`src/rtl/logic_gate_pkg.sv`:
```
// Shared definitions for the bitwise gate pipeline: op encoding, FSM states
// and the per-bit base operation used by the ALU.
package logic_gate_pkg;

  localparam logic [1:0] OP_AND  = 2'd0;
  localparam logic [1:0] OP_OR   = 2'd1;
  localparam logic [1:0] OP_XOR  = 2'd2;
  localparam logic [1:0] OP_PASS = 2'd3;
  localparam int         OP_INV_BIT = 2;

  typedef enum logic [1:0] {
    S_IDLE  = 2'd0,
    S_ACCUM = 2'd1,
    S_FULL  = 2'd2
  } state_t;

  // PASS returns the first operand so a chain under PASS keeps its first value.
  function automatic logic base_bit(input logic a, input logic b, input logic [1:0] op);
    case (op)
      OP_AND:  base_bit = a & b;
      OP_OR:   base_bit = a | b;
      OP_XOR:  base_bit = a ^ b;
      default: base_bit = a;
    endcase
  endfunction

endpackage

```
`src/rtl/logic_gate_alu.sv`:
```
// Combinational bitwise operator: y = base(a, b) for op[1:0].
module logic_gate_alu
  import logic_gate_pkg::*;
#(
  parameter int WIDTH = 8
) (
  input  logic [WIDTH-1:0] a,
  input  logic [WIDTH-1:0] b,
  input  logic [1:0]       op,
  output logic [WIDTH-1:0] y
);

  always_comb begin
    y = '0;
    for (int i = 0; i < WIDTH; i++) begin
      y[i] = base_bit(a[i], b[i], op);
    end
  end

endmodule

```
`src/rtl/logic_gate_pipe.sv`:
```
// Chained bitwise gate pipeline with a one-deep registered result.
// Optional beat counter output enabled by LOGIC_GATE_PIPE_BEATCNT_EN.
//
// state   | meaning
// S_IDLE  | no chain open, no result held
// S_ACCUM | chain open, acc holds the partial result
// S_FULL  | result held on out until consumed
module logic_gate_pipe
  import logic_gate_pkg::*;
#(
  parameter int WIDTH = 8
) (
  input  logic             clk,
  input  logic             rst_n,
  input  logic             in_valid,
  output logic             in_ready,
  input  logic [WIDTH-1:0] in0,
  input  logic [WIDTH-1:0] in1,
  input  logic [2:0]       op,
  input  logic             in_last,
  output logic             out_valid,
  input  logic             out_ready,
  output logic [WIDTH-1:0] out
`ifdef LOGIC_GATE_PIPE_BEATCNT_EN
  ,
  output logic [7:0]       out_beats
`endif
);

  state_t           state_q, state_d;
  logic [WIDTH-1:0] acc_q;
  logic [2:0]       op_q;
  logic [WIDTH-1:0] out_q;
  logic             accept;
  logic             first;
  logic [2:0]       op_eff;
  logic [WIDTH-1:0] alu_a;
  logic [WIDTH-1:0] alu_y;

  // Any beat accepted outside ACCUM starts a new chain, including the
  // beat that arrives in the same cycle the held result is consumed.
  always_comb begin
    in_ready = (state_q != S_FULL) || out_ready;
    accept   = in_valid && in_ready;
    first    = (state_q != S_ACCUM);
    op_eff   = first ? op : op_q;
    alu_a    = first ? in0 : acc_q;
    state_d  = state_q;
    case (state_q)
      S_IDLE, S_ACCUM: begin
        if (accept) state_d = in_last ? S_FULL : S_ACCUM;
      end
      S_FULL: begin
        if (accept)         state_d = in_last ? S_FULL : S_ACCUM;
        else if (out_ready) state_d = S_IDLE;
      end
      default: state_d = S_IDLE;
    endcase
  end

  logic_gate_alu #(.WIDTH(WIDTH)) u_alu (
    .a  (alu_a),
    .b  (in1),
    .op (op_eff[1:0]),
    .y  (alu_y)
  );

  always_ff @(posedge clk or negedge rst_n) begin
    if (!rst_n) begin
      state_q <= S_IDLE;
      acc_q   <= '0;
      op_q    <= '0;
      out_q   <= '0;
    end else begin
      state_q <= state_d;
      if (accept) begin
        acc_q <= alu_y;
        if (first)   op_q  <= op;
        if (in_last) out_q <= op_eff[OP_INV_BIT] ? ~alu_y : alu_y;
      end
    end
  end

  assign out_valid = (state_q == S_FULL);
  assign out       = out_q;

`ifdef LOGIC_GATE_PIPE_BEATCNT_EN
  logic [7:0] cnt_q, cnt_d, beats_q;

  always_comb begin
    if (first)               cnt_d = 8'd1;
    else if (cnt_q == 8'hFF) cnt_d = 8'hFF;
    else                     cnt_d = cnt_q + 8'd1;
  end

  always_ff @(posedge clk or negedge rst_n) begin
    if (!rst_n) begin
      cnt_q   <= '0;
      beats_q <= '0;
    end else if (accept) begin
      cnt_q <= cnt_d;
      if (in_last) beats_q <= cnt_d;
    end
  end

  assign out_beats = beats_q;
`endif

endmodule

```
`config.mk`:
```
export PLATFORM = sky130hd
export DESIGN_NAME = logic_gate_pipe
export DESIGN_NICKNAME = d
export VERILOG_FILES = /design/src/rtl/logic_gate_pkg.sv /design/src/rtl/logic_gate_alu.sv /design/src/rtl/logic_gate_pipe.sv
export SDC_FILE = /design/constraint.sdc
export NUM_CORES = 1
export LEC_CHECK = 0
export BUFFER_PORTS_ARGS = -buffer_cell sky130_fd_sc_hd__buf_2
export CELL_PAD_IN_SITES_DETAIL_PLACEMENT = 2
export CELL_PAD_IN_SITES_GLOBAL_PLACEMENT = 2
export CORE_ASPECT_RATIO = 1.1
export CORE_MARGIN = 1
export CORE_UTILIZATION = 31
export DETAILED_ROUTE_END_ITERATION = 8
export PLACE_DENSITY = 0.72
export SLEW_MARGIN = 0
export SYNTH_ARGS = -nofsm -noshare
export SYNTH_HDL_FRONTEND = slang
export SYNTH_SLANG_ARGS = --single-unit
```
`constraint.sdc`:
```
create_clock -name clk -period 3.1 [get_ports clk]
set_input_delay 0.155 -clock clk [delete_from_list [all_inputs] [get_ports clk]]
set_output_delay 0.155 -clock clk [all_outputs]
set_load 0.005 [all_outputs]
```
* Word level (Yosys, flattened, before mapping)
Cells that the tools add are included.
Operators by class: equality and inequality tests 8, mux-type cells 16, bitwise gates (word level) 25, reductions and logical operators 7
Operators with widths (count):
- one-hot mux 1 bit (3 select lines) | 8
- 2-to-1 mux 8 bit | 2
- bitwise AND 1 bit | 8
- 2-to-1 mux 2 bit | 4
- NOT 8 bit | 1
- bitwise OR 1 bit | 8
- XOR 1 bit | 8
- equality test 2 x 1 -> 1 bit, second input constant | 2
- equality test 2 bit, second input constant | 2
- zero test 2 bit | 2
- != test 2 bit, second input constant | 2
- one-hot mux 2 bit (2 select lines) | 1
- AND reduction 2 bit | 2
- 2-to-1 mux 3 bit | 1
- != test 3 x 1 -> 1 bit, second input constant | 1
- != test 2 x 1 -> 1 bit, second input constant | 1
- OR reduction 2 bit | 1
- logical AND 1 bit | 1
- logical OR 1 bit | 1
Storage, ports and cells: flip-flop bits (word level) 21, input port bits 24, output and inout bits 10, word-level logic and storage cells 60

* Logic depth before layout (Yosys ltp)
Gate-level depths: netlist of the first run.
word-level depth 6, depth in mapped cells 10, mapped depth without buffers 8

* Hierarchy
Synthesis of the first run repeated with hierarchy kept, for this count alone.
Unflattened totals: cell total of the unflattened synthesis 156, area total of the unflattened synthesis 1711.6 um^2
By module, submodules not included:
- logic_gate_pipe | times used 1, cells an instance 106, area each 1218.7 um^2
- logic_gate_alu | times used 1, cells an instance 50, area each 493.0 um^2

* Least setup slack after synthesis of the first run
No wires, ideal clock.
kind reg-to-reg, start point reg state_q[0], end point reg out_q[5], in the netlist out[5], data arrival time 2298 ps, data required time 3005 ps, setup slack 706 ps, cell stages (with the launch flop) 11, buffers on the path 2, period minus slack after synthesis 2394 ps, cells stage by stage dfrtp_1 nor2b_2 buf_6 buf_6 mux2_2 ha_1 nor2_1 mux2i_1 a222oi_1 nor3_1 o31ai_1
Between the ends: longest elaborated chain between the ends 6, elaborated cells on any way between the ends 16
RTL lines:
- start, declared | RTL line logic_gate_pipe.sv:30 | state_t state_q, state_d;
- start signal, assigned | RTL line logic_gate_pipe.sv:75 | state_q <= state_d;
- != test 2 x 1 -> 1 bit | RTL line logic_gate_pipe.sv:45 | first = (state_q != S_ACCUM);
- 2-to-1 mux 3 bit / 2-to-1 mux 8 bit (equally long branches)
- equality test 2 bit, or another cell as far along | RTL line logic_gate_pkg.sv:19 | case (op)
- one-hot mux 1 bit (3 select lines) | RTL line logic_gate_pkg.sv:19
- NOT 8 bit | RTL line logic_gate_pipe.sv:79 | if (in_last) out_q <= op_eff[OP_INV_BIT] ? ~alu_y : alu_y;
- 2-to-1 mux 8 bit | RTL line logic_gate_pipe.sv:79
- end signal, assigned | RTL line logic_gate_pipe.sv:79
- end, declared | RTL line logic_gate_pipe.sv:33 | logic [WIDTH-1:0] out_q;
Parallel ways exist; a longest one is shown, timed or not. A chain may end at the register's enable or synchronous reset.

* Worst setup path in the final report of the first run
start point reg state_q[0], end point reg out_q[6], in the netlist out[6]
Same word-level chain as after synthesis.

==> results.toml, run 1 <==
[power_and_ir_drop]
power_per_cell_area_mw_per_mm2 = 561
power.ir.vdd_worst_uv = 172
leakage_nw = 0.887
power.total_mw = 1.13

[hold_path]
min_path_type = "input pin to flip-flop"
worst_hold_path.num_cells = 3

[cells_and_area]
relative_area_change_from_synthesis_to_final_layout_pct = 16.6
stdcell_area_mm2 = 0.00202
antenna_cells_inserted = 0
final_nets = 257
drive_above_1_share = 0.286
final_util = 0.374
layout.cells.non_filler = 299

[critical_path]
timing.critical_path.from_type = "flip-flop"
r2r_cells = 8
critical_path_cell_count = 8
slowest_stage = "a222oi_1"
timing.critical_path.max_delay_family = "compound AO/OA/AOI/OAI gates"
arrival_ns = 3.02
worstSetupEndpointType = "flip-flop"
timing.critical_path.slowest_cell_delay_ns = 0.56
critPathMaxFanout = 11
timing.setup.critical_path_class = "flip-flop to flip-flop"
worst_ep_required_time_ns = 3.27
worst-path-buf-inv = 0
crit_path_cell_trace = "nor2b_4 -> mux2_2 -> ha_1 -> nor2_1 -> mux2i_1 -> a222oi_1 -> nor3_1 -> o31ai_1"

[drt]
total_vias_in_the_final_route = 1610
vias_per_cell = 5.38
per_cell_routed_wire_length_um = 16.9
remaining_drc_errors = 0
dr.pass1.iters = 5
antenna_left = 0
routed_wirelength_mm = 5.04
dr.first_iter.drc_count = 33

[logic_synthesis]
synth_edf_count = 0
synth_ff_type = "dfrtp_1"
yosysSeqAreaShare = 0.304
synth.top_cells.by_count = "nor2_1, dfrtp_1, nand2_1"
mappedNetlistArea_mm2 = 0.00173
postSynthNetCount = 221
synth_cells = 189
yosys-top-cells-area = "dfrtp_1, mux2i_1, nor2_1"
synth_warnings = 0
netlist-cell-type-count = 37
yosys.area.top_type = "dfrtp_1"
synth_top_area_frac = 0.304
synthMostInstantiatedCell = "nor2_1"
post_synth.cell_area_avg_um2 = 9.16
postSynthRegisterBits = 21
synthArstFlopShare = 1.00

[clocking]
htree_levels = 1
numCtsBuffers = 3
clk_pin_slew_worst_paths_ns = 0.09
cts.repair_timing.setup_buffer_count = 0
clockRootBuffer = "clkbuf_8"
clkLatencyLatePin_ns = 0.27
cts_tree = "yes"
cts_buffer_depth = 2
clock_sinks = 21
cts-resized-gates = 0

[floorplan]
die_width_um = 73.2
die_h_um = 80.4
floorplan.io_pins = 34
rows = 28
design.die.area_mm2 = 0.00589
initial_core_util = 0.321
core_region_area_mm2 = 0.00540

[outcome]
outcome = "finished, final reports clean"

[timing]
setup-violations-final = 0
period_minus_slack_ns = 2.84
worst_slack_ns = 0.258
setup_repair_after_global_routing_missed_its_margin = "false"
post-route-period-util = 0.917
setup-tns-final_ns = 0
maxSlewHeadroom = 0.481
slew_limit_fails = 0
timing.fmax_ghz = 0.352
finalHoldWorstSlack_ns = 0.187
finalHoldViolations = 0
tightestPinTransition_ns = 0.774
skew_ns = 0.00200

[global_route]
grt_antenna_before_repair = 0
pin_count_of_the_biggest_net_entering_global_routing = 22
grt_remaining_overflow = 0
grt_first_pass_wirelength_mm = 8.10
vias_in_the_first_global_route = 1639
grt.total_usage = 0.181

[placed_design]
place_worst_setup_slack_ns = 0.0761
place_inst = 293
buffer_ports.inserted = 33
post_dp_cell_area_mm2 = 0.00195
place.detailed.hpwl_mm = 3.72
routability_congestion_estimate = 0.729

[flow_run]
cap_viol_max_count = 0
-- cell type report --
type                    count  area (um^2)
multi-input cells         157         1120
clock inverters             1         5.00
fillers                   629         3380
well taps                  75         93.8
flip-flops and latches     21          526
inverters                   2         7.51
repair buffers             40          220
clock buffers               3         41.3
-- tightest hold or removal path, stage by stage --
cell and delay, ns:
buf_2 0.10, nand4b_1 0.08, o21ai_0 0.09
-- layer usage --
metal / vias up / GRT usage / share of wire / routed length [um]
met4: 0 / 0.0412 / 0.0075 / 38
met3: 4 / 0.0226 / 0.032 / 163
met1: 806 / 0.221 / 0.44 / 2240
li1: 771 / - / - / -
met5: - / 0 / 0 / 0
met2: 29 / 0.333 / 0.52 / 2600
-- power by group --
group          switching, mW  leakage, nW  total (mW)  internal, mW
Clock                  0.107       0.0255       0.197        0.0901
Combinational          0.269        0.605       0.510         0.241
Sequential            0.0714        0.257       0.424         0.353
Total                  0.448        0.887        1.13         0.684
-- cells by family after synthesis --
logic type / synth area share
AO/OA/AOI/OAI: 0.189
adder cells (fa/ha/maj): 0.0578
buffers and inverters: 0.0550
flip-flops: 0.304
multiplexers: 0.198
AND/OR/NAND/NOR: 0.197
-- worst paths after layout --
| kind | slack (ns) | startpoint | endpoint |
|---|---|---|---|
| hold reg to reg | 0.49 | out[5] | out[5] |
| setup / recovery | 0.26 | state_q[0] | out[6] |
| setup reg to reg | 0.26 | state_q[0] | out[6] |
| min in group asynchronous | 0.39 | rst_n | out[2] |
| max in group asynchronous | 2.34 | rst_n | out[0] |
| hold / removal | 0.19 | out_ready | state_q[0] |
-- flip-flops by register name (all words and copies together), names as in the netlist --
register and count:
acc_q 8, op_q 3, out 8, state_q 2
-- repair_timing --
action | CTS | global route
hold buffers | 1 | 0
endpoints found under the hold margin | 21 | 0
endpoints found under the setup margin | 0 | 5
-- cells in the final DEF, fill, tap and decap left out, drive strengths merged, types with 3 or more instances in the layout --
cell and n:
buf 39, nor2 37, dfrtp 21, nand2 20, mux2i 18, o31ai 15
mux2 13, ha 8, a222oi 7, nor3 7, o21a 7, a21oi 4
o21ai 4, clkbuf 3
No activity file was read; power rests on OpenSTA's default activity.
==> run 2, diff against run 1 <==
ABC_AREA = 1   (was not set)
CORE_UTILIZATION = 29   (was 31)
PLACE_DENSITY = 0.75   (was 0.72)
==> run 2 against run 1 <==
Setup slack gained 0.67 ns. Sequential share of layout area up 2.2 points. Sequential power is 13% higher. Via count rose by 5.3%. Hold slack got worse by 0.076 ns. Critical path depth increased by 3. Die area hardly changed. Area after synthesis is 6.4% lower. Clock power shrank 4%. Combinational power up 65%. Critical path type unchanged. Highest routed layer unchanged.
==> results.toml, run 2 <==
[timing]
finalHoldWorstSlack_ns = 0.112
post-route-period-util = 0.700
setup-violations-final = 0
period_minus_slack_ns = 2.17
setup_repair_after_global_routing_missed_its_margin = "false"
tightestPinTransition_ns = 0.521
setup-tns-final_ns = 0
slew_limit_fails = 0
skew_ns = 0.00235
timing.fmax_ghz = 0.461
maxSlewHeadroom = 0.653
finalHoldViolations = 0
worst_slack_ns = 0.928

[clocking]
clockRootBuffer = "clkbuf_8"
cts_buffer_depth = 2
cts_tree = "yes"
clk_pin_slew_worst_paths_ns = 0.08
numCtsBuffers = 3
htree_levels = 1
clock_sinks = 21
cts.repair_timing.setup_buffer_count = 0
clkLatencyLatePin_ns = 0.26

[logic_synthesis]
synth_top_family_by_area = "simple AND/OR/NAND/NOR gates"
synth_edf_count = 0
synthArstFlopShare = 1.00
mappedNetlistArea_mm2 = 0.00162
postSynthRegisterBits = 21
synth_cells = 235
post_synth.cell_area_avg_um2 = 6.89
synth_warnings = 0
synth-simple-area-share = 0.443
postSynthNetCount = 267
post_synth_mux_area_share = 0
yosys.area.top_type = "dfrtp_1"
synth_ff_type = "dfrtp_1"
post_synth_xor_area_fraction = 0
netlist-cell-type-count = 21
synthMostInstantiatedCell = "nand3_1"
yosysSeqAreaShare = 0.325
synthAdderAreaFrac = 0.0618
yosys-top-cells-area = "dfrtp_1, nand3_1, nand2_1"
synth_top_area_frac = 0.325
synth-compound-area-share = 0.0641
synth.top_cells.by_count = "nand3_1, nand2_1, inv_1"

[drt]
antenna_left = 0
per_cell_routed_wire_length_um = 14.8
dr.first_iter.drc_count = 51
remaining_drc_errors = 0
routed_wirelength_mm = 5.02
dr.pass1.iters = 4
total_vias_in_the_final_route = 1695
vias_per_cell = 4.99

[placed_design]
buffer_ports.inserted = 33
place_worst_setup_slack_ns = 0.938
post_dp_cell_area_mm2 = 0.00181
place.detailed.hpwl_mm = 3.79
routability_congestion_estimate = 0.713
place_inst = 335

[cells_and_area]
antenna_cells_inserted = 0
relative_area_change_from_synthesis_to_final_layout_pct = 15.0
stdcell_area_mm2 = 0.00186
drive_above_1_share = 0.181
fillcell_total = 698
mostFrequentLayoutCell = "nand3_1"
layout.cells.non_filler = 340
most-common-layout-cells = "nand3_1, nand2_1, buf_2, inv_1, dfrtp_1"
final_util = 0.345
final_nets = 298

[critical_path]
timing.critical_path.from_type = "flip-flop"
timing.critical_path.slowest_cell_delay_ns = 0.42
slowest_stage = "dfrtp_1"
critPathMaxFanout = 15
setup_slack_of_the_worst_register_to_register_path_ns = 0.93
worstSetupEndpointType = "flip-flop"
crit_top_cell = "nand2_1"
timing.setup.critical_path_class = "flip-flop to flip-flop"
timing.critical_path.max_delay_family = "simple AND/OR/NAND/NOR gates"
worst_ep_required_time_ns = 3.26
worst-path-buf-inv = 1
crit_path_cell_trace = "inv_2 -> nand2_2 -> nand2_1 -> nand2_1 -> ha_1 -> nand3_1 -> nand3_1 -> nor2_1 -> nand2_1 -> nand3_1 -> nand2_1"
arrival_ns = 2.33

[floorplan]
initial_core_util = 0.300
die_width_um = 73.2
design.die.area_mm2 = 0.00589
core_region_area_mm2 = 0.00540
rows = 28
die_h_um = 80.4
floorplan.io_pins = 34

[flow_run]
cap_viol_max_count = 0

[global_route]
pin_count_of_the_biggest_net_entering_global_routing = 24
grt.total_usage = 0.189
grt_antenna_before_repair = 0
grt_remaining_overflow = 0
vias_in_the_first_global_route = 1794
grt_first_pass_wirelength_mm = 8.58

[hold_path]
min_path_type = "input pin to flip-flop"

[outcome]
outcome = "finished, final reports clean"

[power_and_ir_drop]
power.ir.vdd_worst_uv = 254
seqPwrFrac = 0.317
power.total_mw = 1.51
internal_power_mw = 0.771
p_sw_mw = 0.739
clock_power_share = 0.126
power_per_cell_area_mw_per_mm2 = 811
combPwrFrac = 0.557
leakage_nw = 1.04
power_switching_share = 0.489
==> run 2: power groups by stage <==
stage                     logic [mW]  clock network, mW  registers [mW]
after floorplan                0.618                  0           0.477
after global placement         0.823                  0           0.479
after detailed placement       0.849                  0           0.484
after CTS                      0.857              0.192           0.482
after global routing           0.970              0.200           0.496
final                          0.841              0.190           0.479
==> run 2: path summary, 6_finish.rpt <==
check                           startpoint         end  cells after the start
worst max-delay path            state_q[1]      out[0]                     11
worst min-delay path               in_last  state_q[0]                      2
worst max register to register  state_q[1]      out[0]                     11
worst min register to register      out[1]      out[1]                      2
max in group asynchronous            rst_n    acc_q[6]                      2
min in group asynchronous            rst_n    acc_q[7]                      2
==> run 2: layout make-up <==
cell class                      instances  area (um^2)  area share
Clock buffer                            4         45.0      0.0242
Tap cell                               75         93.8      0.0504
Sequential cell                        21          526       0.282
Timing Repair Buffer                   35          183      0.0981
Inverter                               25         93.8      0.0504
Multi-Input combinational cell        180          921       0.495
==> run 2: what timing repair did <==
action | in CTS | in global routing
hold endpoints to repair | 21 | 0
hold buffers | 1 | 0
gates resized for setup | 0 | 0
==> run 2: worst register-to-register path, cell delays in order, from the launching register on <==
cell,delay (ns)
dfrtp_1,0.42
inv_2,0.23
nand2_2,0.30
nand2_1,0.17
nand2_1,0.08
ha_1,0.27
nand3_1,0.10
nand3_1,0.08
nor2_1,0.19
nand2_1,0.09
nand3_1,0.08
nand2_1,0.05
==> run 2: kinds of logic (layout without fill, tap and decap cells) <==
logic type                 after synthesis  in the layout
adders and majority gates                8              8
AOI/OAI and AO/OA                       17             17
and+or+nand+nor                        155            155
buffers and inverters                   34             64
DFF                                     21             21
==> run 2: per-layer routing <==
layer  global-route usage  wire [um]
met1                0.249       2480
met2                0.333       2410
met3               0.0113         77
met4               0.0412         53
met5                    0          0
==> run 3, diff against run 2 <==
clock period = 2 ns   (was 3.1 ns; I/O delays follow)
==> run 3 against run 2 <==
Sequential power increased by 57%. Critical path depth stayed put. Non-clock buffer count grew 3. Clock skew up 0.0056 ns. Setup slack worse by 0.75 ns. Clock-buffer cell count down 1. Register-to-register slack got worse by 0.75 ns. Wire length is 3.5% higher. Final area up 3.7%. Sequential share of layout area fell by 1.0 points. Critical path type unchanged. Critical endpoint is now out[7]. Largest cell class unchanged. Largest power group unchanged. Highest routed layer unchanged.
==> results.toml, run 3 (synthesis results as in run 2) <==
[power_and_ir_drop]
internal_power_mw = 1.25
leakage_nw = 1.06
clock_power_share = 0.118
p_sw_mw = 1.18
combPwrFrac = 0.573
power.ir.vdd_worst_uv = 483
power_switching_share = 0.486
seqPwrFrac = 0.309
power_per_cell_area_mw_per_mm2 = 1260

[hold_path]
min_path_type = "input pin to flip-flop"
worst_hold_path.num_cells = 2

[clocking]
cts_tree = "yes"
clkLatencyLatePin_ns = 0.27
cts.repair_timing.setup_buffer_count = 0
clk_pin_slew_worst_paths_ns = 0.08
htree_levels = 1
clock_sinks = 21
numCtsBuffers = 3
cts_buffer_depth = 2
clockRootBuffer = "clkbuf_8"

[critical_path]
crit_top_cell = "nand3_1"
critPathMaxFanout = 14
timing.critical_path.slowest_cell_delay_ns = 0.41
r2r_cells = 11
arrival_ns = 1.98
worst_ep_required_time_ns = 2.16
timing.setup.critical_path_class = "flip-flop to flip-flop"
timing.critical_path.from_type = "flip-flop"
crit_path_cell_trace = "inv_2 -> buf_8 -> nand3_1 -> nand2_1 -> ha_1 -> nand3_1 -> nand3_1 -> nor2_2 -> nand2_1 -> nand3_1 -> nand2_1"
slowest_stage = "dfrtp_1"
worstSetupEndpointType = "flip-flop"

[timing]
skew_ns = 0.00794
tightestPinTransition_ns = 0.510
maxSlewHeadroom = 0.660
setup_repair_after_global_routing_missed_its_margin = "false"
post-route-period-util = 0.909
timing.fmax_ghz = 0.550
worst_slack_ns = 0.183
finalHoldWorstSlack_ns = 0.0614
finalHoldViolations = 0
setup-violations-final = 0
period_minus_slack_ns = 1.82
slew_limit_fails = 0
setup-tns-final_ns = 0

[cells_and_area]
antenna_cells_inserted = 0
footprint_of_the_multi_input_gates_um2 = 955
relative_area_change_from_synthesis_to_final_layout_pct = 19.2
drive_above_1_share = 0.220
mostFrequentLayoutCell = "nand3_1"
layout.area.seq_um2 = 526
fillcell_total = 685
final_nets = 301
final_util = 0.358
most-common-layout-cells = "nand3_1, nand2_1, buf_2, inv_1, dfrtp_1"

[global_route]
grt_remaining_overflow = 0
grt_first_pass_wirelength_mm = 8.83
grt_antenna_before_repair = 0
vias_in_the_first_global_route = 1805
pin_count_of_the_biggest_net_entering_global_routing = 23
grt.total_usage = 0.195

[drt]
dr.first_iter.drc_count = 34
routed_wirelength_mm = 5.19
antenna_left = 0
total_vias_in_the_final_route = 1720
vias_per_cell = 5.01
per_cell_routed_wire_length_um = 15.1
dr.pass1.iters = 4
remaining_drc_errors = 0

[floorplan]
die_width_um = 73.2
floorplan.io_pins = 34
die_h_um = 80.4
design.die.area_mm2 = 0.00589
rows = 28
initial_core_util = 0.300
core_region_area_mm2 = 0.00540

[outcome]
outcome = "finished, final reports clean"

[placed_design]
place_worst_setup_slack_ns = 0.0506
place.detailed.hpwl_mm = 3.87
buffer_ports.inserted = 33
routability_congestion_estimate = 0.740

[flow_run]
cap_viol_max_count = 0
run 3: cell type report:
type                    instances  share of cell area
well taps                      75              0.0486
inverters                      25              0.0486
clock inverters                 1             0.00259
flip-flops and latches         21               0.272
repair buffers                 38               0.112
clock buffers                   3              0.0214
multi-input cells             180               0.494
run 3: worst max-delay path: cells and delay by family (launching register included):
family | cells | cell delay [ns]
buffers and inverters | 2 | 0.30
adders and majority gates | 1 | 0.23
and+or+nand+nor | 8 | 0.77
DFF | 1 | 0.41
run 3: metal layers:
| layer | up-vias | track usage | part of all wire | routed length, um |
|---|---|---|---|---|
| met1 | 830 | 0.257 | 0.49 | 2520 |
| met2 | 29 | 0.338 | 0.48 | 2500 |
| li1 | 857 | - | - | - |
| met3 | 4 | 0.0125 | 0.024 | 125 |
| met4 | 0 | 0.0588 | 0.0092 | 48 |
| met5 | - | 0 | 0 | 0 |
run 3: path summary, 6_finish.rpt:
check | startpoint | slack, ns | endpoint
max | state_q[1] | 0.18 | out[7]
min | in_last | 0.06 | state_q[0]
max reg2reg | state_q[1] | 0.18 | out[7]
min reg2reg | out[0] | 0.49 | out[0]
max in group asynchronous | rst_n | 1.33 | acc_q[2]
min in group asynchronous | rst_n | 0.32 | acc_q[1]
run 3: timing repair:
| item | in CTS | in global routing |
|---|---|---|
| hold buffers | 1 | 0 |
| endpoints found under the setup margin | 0 | 9 |
| resized for setup | 0 | 13 |
| endpoints found under the hold margin | 21 | 0 |
run 3: power groups by stage:
stage          combinational, mW  clock [mW]  sequential (mW)
2_1_floorplan              0.958           0            0.740
3_3_place_gp                1.31           0            0.745
3_5_place_dp                1.35           0            0.748
4_1_cts                     1.36       0.301            0.744
5_1_grt                     1.60       0.319            0.782
6_report                    1.40       0.288            0.752
run 3: through the flow:
step	instance area (um^2)	power [mW]	cells
floorplan	1620	1.70	235
global placement	1830	2.06	338
detailed placement	1830	2.10	338
CTS	1890	2.41	343
global route	1930	2.70	343
finish	1930	2.43	343
